`config.mk`:
```
export PLATFORM = sky130hd
export DESIGN_NAME = bin_to_bcd_seq
export DESIGN_NICKNAME = d
export VERILOG_FILES = /design/src/rtl/bin_to_bcd_seq_pkg.sv /design/src/rtl/bin_to_bcd_seq_add3.sv /design/src/rtl/bin_to_bcd_seq.sv
export SDC_FILE = /design/constraint.sdc
export NUM_CORES = 1
export LEC_CHECK = 0
export BUFFER_PORTS_ARGS = -buffer_cell sky130_fd_sc_hd__buf_4
export CAP_MARGIN = 5
export CORE_MARGIN = 5
export CORE_UTILIZATION = 56
export DETAILED_ROUTE_END_ITERATION = 16
export HOLD_SLACK_MARGIN = 0.15
export PLACE_DENSITY = 0.78
export REMOVE_ABC_BUFFERS = 1
export SYNTH_ARGS = -nofsm -noshare
export SYNTH_HDL_FRONTEND = slang
export SYNTH_SLANG_ARGS = --single-unit
```
`constraint.sdc`:
```
create_clock -name clk -period 1.84 [get_ports clk]
set_clock_uncertainty 0.05 [all_clocks]
set_input_delay 0 -clock clk [delete_from_list [all_inputs] [get_ports clk]]
set_output_delay 0 -clock clk [all_outputs]
set_load 0.02 [all_outputs]
```
`src/rtl/bin_to_bcd_seq_pkg.sv`:
```
// Shared types and helpers for the sequential binary-to-BCD converter.
// Defines the digit type, the blank-digit code, FSM states and a power-of-ten helper.
package bcd_pkg;

    typedef logic [3:0] bcd_digit_t;

    localparam bcd_digit_t BCD_BLANK = 4'hF;

    typedef enum logic {
        IDLE,
        SHIFT
    } conv_state_t;

    // 10^n, used to build the largest value that fits in n BCD digits.
    function automatic logic [63:0] pow10(input int n);
        logic [63:0] p;
        p = 64'd1;
        for (int i = 0; i < n; i++) begin
            p = p * 64'd10;
        end
        return p;
    endfunction

endpackage

```
`src/rtl/bin_to_bcd_seq_add3.sv`:
```
// Double-dabble digit correction: a BCD digit of 5 or more gets +3 before the shift.
module bcd_add3
    import bcd_pkg::*;
(
    input  bcd_digit_t digit_i,
    output bcd_digit_t digit_o
);

    assign digit_o = (digit_i >= 4'd5) ? digit_i + 4'd3 : digit_i;

endmodule

```
`src/rtl/bin_to_bcd_seq.sv`:
```
// Sequential shift-and-add-3 binary-to-BCD converter with start/busy/done handshake.
// Optional leading-zero blanking for the display path: define LEADING_ZERO_BLANK_EN.
module bin_to_bcd_seq
    import bcd_pkg::*;
#(
    parameter int WIDTH  = 8,
    parameter int DIGITS = 3
) (
    input  logic                  clk,
    input  logic                  rst_n,
    input  logic                  start,
    input  logic [WIDTH-1:0]      bin_in,
    output logic [4*DIGITS-1:0]   bcd_out,
    output logic                  busy,
    output logic                  done,
    output logic                  overflow
);

    localparam int CNT_W = $clog2(WIDTH + 1);
    localparam int CMP_W = (WIDTH > 64) ? WIDTH : 64;
    localparam logic [CMP_W-1:0] LIMIT = CMP_W'(pow10(DIGITS) - 64'd1);

    // Reset value matches what a completed conversion of zero would show.
`ifdef LEADING_ZERO_BLANK_EN
    localparam logic [4*DIGITS-1:0] BCD_RESET = {(4*DIGITS){1'b1}} << 4;
`else
    localparam logic [4*DIGITS-1:0] BCD_RESET = '0;
`endif

    conv_state_t            state_q, state_d;
    logic [WIDTH-1:0]       shiftReg_q, shiftReg_d;
    logic [4*DIGITS-1:0]    digits_q, digits_d;
    logic [4*DIGITS-1:0]    bcdOut_q, bcdOut_d;
    logic [CNT_W-1:0]       cnt_q, cnt_d;
    logic                   ovfPending_q, ovfPending_d;
    logic                   overflow_q, overflow_d;
    logic                   busy_q, busy_d;
    logic                   done_q, done_d;

    logic [4*DIGITS-1:0]    digitsAdj;
    logic [4*DIGITS-1:0]    digitsShift;
    logic [4*DIGITS-1:0]    digitsFmt;
    logic [WIDTH-1:0]       shiftNext;
    logic                   unusedCarry;

    for (genvar g = 0; g < DIGITS; g++) begin : gAdd3
        bcd_add3 uAdd3 (
            .digit_i (digits_q[4*g +: 4]),
            .digit_o (digitsAdj[4*g +: 4])
        );
    end

    // Carry out of the top digit is discarded, so overflowing values wrap mod 10^DIGITS.
    assign {unusedCarry, digitsShift, shiftNext} = {digitsAdj, shiftReg_q, 1'b0};

    always_comb begin
        digitsFmt = digitsShift;
`ifdef LEADING_ZERO_BLANK_EN
        begin : blankLeading
            logic leading;
            leading = 1'b1;
            for (int i = DIGITS - 1; i > 0; i--) begin
                if (leading && (digitsFmt[4*i +: 4] == 4'd0)) begin
                    digitsFmt[4*i +: 4] = BCD_BLANK;
                end else begin
                    leading = 1'b0;
                end
            end
        end
`endif
    end

    always_comb begin
        state_d      = state_q;
        shiftReg_d   = shiftReg_q;
        digits_d     = digits_q;
        bcdOut_d     = bcdOut_q;
        cnt_d        = cnt_q;
        ovfPending_d = ovfPending_q;
        overflow_d   = overflow_q;
        busy_d       = busy_q;
        done_d       = 1'b0;

        case (state_q)
            IDLE: begin
                if (start) begin
                    shiftReg_d   = bin_in;
                    digits_d     = '0;
                    cnt_d        = CNT_W'(WIDTH);
                    ovfPending_d = (CMP_W'(bin_in) > LIMIT);
                    busy_d       = 1'b1;
                    state_d      = SHIFT;
                end
            end
            SHIFT: begin
                digits_d   = digitsShift;
                shiftReg_d = shiftNext;
                cnt_d      = cnt_q - CNT_W'(1);
                if (cnt_q == CNT_W'(1)) begin
                    bcdOut_d   = digitsFmt;
                    overflow_d = ovfPending_q;
                    done_d     = 1'b1;
                    busy_d     = 1'b0;
                    state_d    = IDLE;
                end
            end
            default: begin
                state_d = IDLE;
                busy_d  = 1'b0;
            end
        endcase
    end

    always_ff @(posedge clk or negedge rst_n) begin
        if (!rst_n) begin
            state_q      <= IDLE;
            shiftReg_q   <= '0;
            digits_q     <= '0;
            bcdOut_q     <= BCD_RESET;
            cnt_q        <= '0;
            ovfPending_q <= 1'b0;
            overflow_q   <= 1'b0;
            busy_q       <= 1'b0;
            done_q       <= 1'b0;
        end else begin
            state_q      <= state_d;
            shiftReg_q   <= shiftReg_d;
            digits_q     <= digits_d;
            bcdOut_q     <= bcdOut_d;
            cnt_q        <= cnt_d;
            ovfPending_q <= ovfPending_d;
            overflow_q   <= overflow_d;
            busy_q       <= busy_d;
            done_q       <= done_d;
        end
    end

    assign bcd_out  = bcdOut_q;
    assign busy     = busy_q;
    assign done     = done_q;
    assign overflow = overflow_q;

endmodule

```
==> flow_metrics.env <==
export IMPL_status="finished clean"
export IMPL_antenna_cells=0
export IMPL_cts_resized=0
export IMPL_wl_per_cell_um=15.0
export IMPL_layout_drive_gt1_share=0.221
export IMPL_cts_htree_levels=2
export IMPL_yosys_area_share_simple=0.119
export IMPL_numPortBuffers=24
export IMPL_cts_setup_buffers=0
export IMPL_timing_setup_tns_ps=0
export IMPL_synth_top_family_by_area="compound AO/OA/AOI/OAI gates"
export IMPL_worstSetupEndpointType="flip-flop"
export IMPL_cts_tree="yes"
export IMPL_p_per_area_nw_per_um2=1740
export IMPL_grt_pass1_vias=1487
export IMPL_clock_latency_ps=350
export IMPL_yosysTopAreaCell="dfrtp_1"
export IMPL_clkPwrFrac=0.146
export IMPL_grt_antenna_before_repair=0
export IMPL_synth_xor_area_frac=0.0231
export IMPL_ant_nets=0
export IMPL_synth_edf_count=0
export IMPL_initial_core_util=0.571
export IMPL_p_total_mw=4.13
export IMPL_ys_seq_elements=39
export IMPL_grtUsageTotal=0.203
export IMPL_synthToLayoutAreaGrowth_pct=25.0
export IMPL_synthAdderAreaFrac=0.0529
export IMPL_synthCells=174
export IMPL_cap_violations=0
export IMPL_p_seq_frac=0.373
export IMPL_rsz0062_at_grt="false"
export IMPL_hold_buffers=18
export IMPL_wl_um=3930
export IMPL_nNetsFinal=235
export IMPL_grt_max_degree=40
export IMPL_cts_root_buf="clkbuf_4"
export IMPL_die_x_um=68.1
export IMPL_avgViaCountPerCell=5.34
export IMPL_drc=0
export IMPL_vias=1404
export IMPL_fp_dieH_um=68.1
export IMPL_dp_cells=237
export IMPL_netlist_area_sq_um=1890
export IMPL_instances_no_fill=263
export IMPL_finalMaxSlewViolations=0
export IMPL_clock_sink_count=39
export IMPL_synthDistinctLibCells=28
export IMPL_worst_path_max_fanout=10
export IMPL_boundaryPins=26
export IMPL_overflow=0
export IMPL_syn_avg_cell_area_sq_um=10.9
export IMPL_grt_pass1_wl_um=6830
export IMPL_synth_top_area_frac=0.516
export IMPL_clk_pin_slew_ps=120
export IMPL_ys_flop_type="dfrtp_1"
export IMPL_synth_area_top_cells="dfrtp_1, mux2i_1, ha_1, mux2_4, nand2_1"
export IMPL_numCtsBuffers=5
export IMPL_place_ws_ps=147
export IMPL_switching_share=0.389
export IMPL_fin_crit_ps=1710
export IMPL_cp_arrival_ps=1890
export IMPL_drt_first_pass_iters=4
export IMPL_holdCritPathClass="flip-flop to flip-flop"
export IMPL_synth_seq_area_share=0.516
export IMPL_internal_power_mw=2.52
export IMPL_worstPathRequired_ps=2030
export IMPL_clockBufferDepth=2
export IMPL_fin_crit_sh=0.928
export IMPL_dp_hpwl_um=2470
export IMPL_fillCellCount=248
export IMPL_worst_slack_ps=133
export IMPL_muxShareOfSynthArea=0.106
export IMPL_start_kind="flip-flop"
export IMPL_power_leakage_nw=1.12
export IMPL_synth_common_cells="dfrtp_1, nand2_1, mux2i_1, a21oi_1, o21ai_0"
export IMPL_critical_path_class="flip-flop to flip-flop"
export IMPL_rows=21
export IMPL_max_freq_mhz=586
export IMPL_async_reset_ff_frac=1.00
export IMPL_finalSetupViolCount=0
export IMPL_gp_congestion=0.747
export IMPL_ir_worst_vdd_mv=1.16
export IMPL_p_switching_mw=1.61
export IMPL_die_area_sq_um=4640
export IMPL_drt_iter0_markers=82
export IMPL_p_comb_frac=0.481
export IMPL_core_area_sq_um=3310
export IMPL_yosys_warnings=0
export IMPL_yosysMostFrequentCell="dfrtp_1"
export IMPL_hold_violations=0
export IMPL_synth_compound_area_frac=0.125
## cell type report
class	count	area, sq um	area share
repair buffers	45	383	0.162
clock buffers	6	51.3	0.0217
multi-input cells	115	810	0.342
flip-flops and latches	39	976	0.413
well taps	46	57.6	0.0243
inverters	10	52.6	0.0222
clock inverters	2	35.0	0.0148
## metal layers
| layer | vias up | wire length, um | GRT usage |
|---|---|---|---|
| met2 | 25 | 2080 | 0.371 |
| met5 | - | 0 | 0 |
| met4 | 0 | 75 | 0.0943 |
| met1 | 692 | 1650 | 0.223 |
| li1 | 680 | - | - |
| met3 | 7 | 135 | 0.0427 |
## power groups by stage
stage / registers (mW) / logic [mW] / clock network (mW)
2_1_floorplan: 1.69 / 1.15 / 0
3_3_place_gp: 1.52 / 1.81 / 0
3_5_place_dp: 1.55 / 1.91 / 0
4_1_cts: 1.54 / 1.99 / 0.615
5_1_grt: 1.58 / 2.21 / 0.652
6_report: 1.54 / 1.99 / 0.601
## flip-flops by register name (all words and copies together), names as in the netlist
name        flops
done            1
bcd_out        12
cnt_q           4
shiftReg_q      8
state_q         1
digits_q       12
busy            1
## final timing paths
kind	startpoint	endpoint	slack, ps	cells after the start
max in group asynchronous	rst_n	digits_q[1]	750	3
worst max register to register	cnt_q[1]	bcd_out[10]	130	5
worst min-delay path	bcd_out[7]	bcd_out[7]	450	2
worst max-delay path	cnt_q[1]	bcd_out[10]	130	5
worst min register to register	bcd_out[7]	bcd_out[7]	450	2
min in group asynchronous	rst_n	bcd_out[8]	630	3
## stage by stage
stage          area, sq um  hold WS (ps)  utilization
5_1_grt               2360           483        0.714
3_5_place_dp          2100         -48.5        0.634
6_report              2360           447        0.714
4_1_cts               2360           448        0.714
2_1_floorplan         1840          -346            -
3_3_place_gp          2100         -59.8        0.634
## cells in the final DEF (no fill, tap or decap)
master          n
a21o_1          6
a21oi_1        10
buf_4          27
bufinv_16       1
clkbuf_4        5
clkbuf_8        1
clkinv_2        1
clkinv_8        1
conb_1          1
dfrtp_1        39
dlygate4sd3_1  18
ha_1            8
inv_1           8
inv_4           1
mux2_4          6
mux2i_1        11
nand2_1        23
nand2b_1        3
nor2_1          4
nor3_1          5
nor3b_1         8
o21ai_0        10
o21ai_1         1
o21ai_2         4
o22ai_1         7
o31ai_1         1
or3_1           1
or4b_4          1
xnor2_1         5
## critical path: stages, from the launching register on
cell and delay (ps):
dfrtp_1 410, inv_1 100, ha_1 140, or4b_4 510
clkinv_8 110, mux2_4 300
## kinds of logic after synthesis
kind of cell,count (synthesis)
buffers and inverters,20
muxes,17
adders and majority gates,8
AOI/OAI and AO/OA,39
xor gates and xnor gates,5
other,1
DFF,39
and+or+nand+nor,45
(Power assumes the default switching activity.)
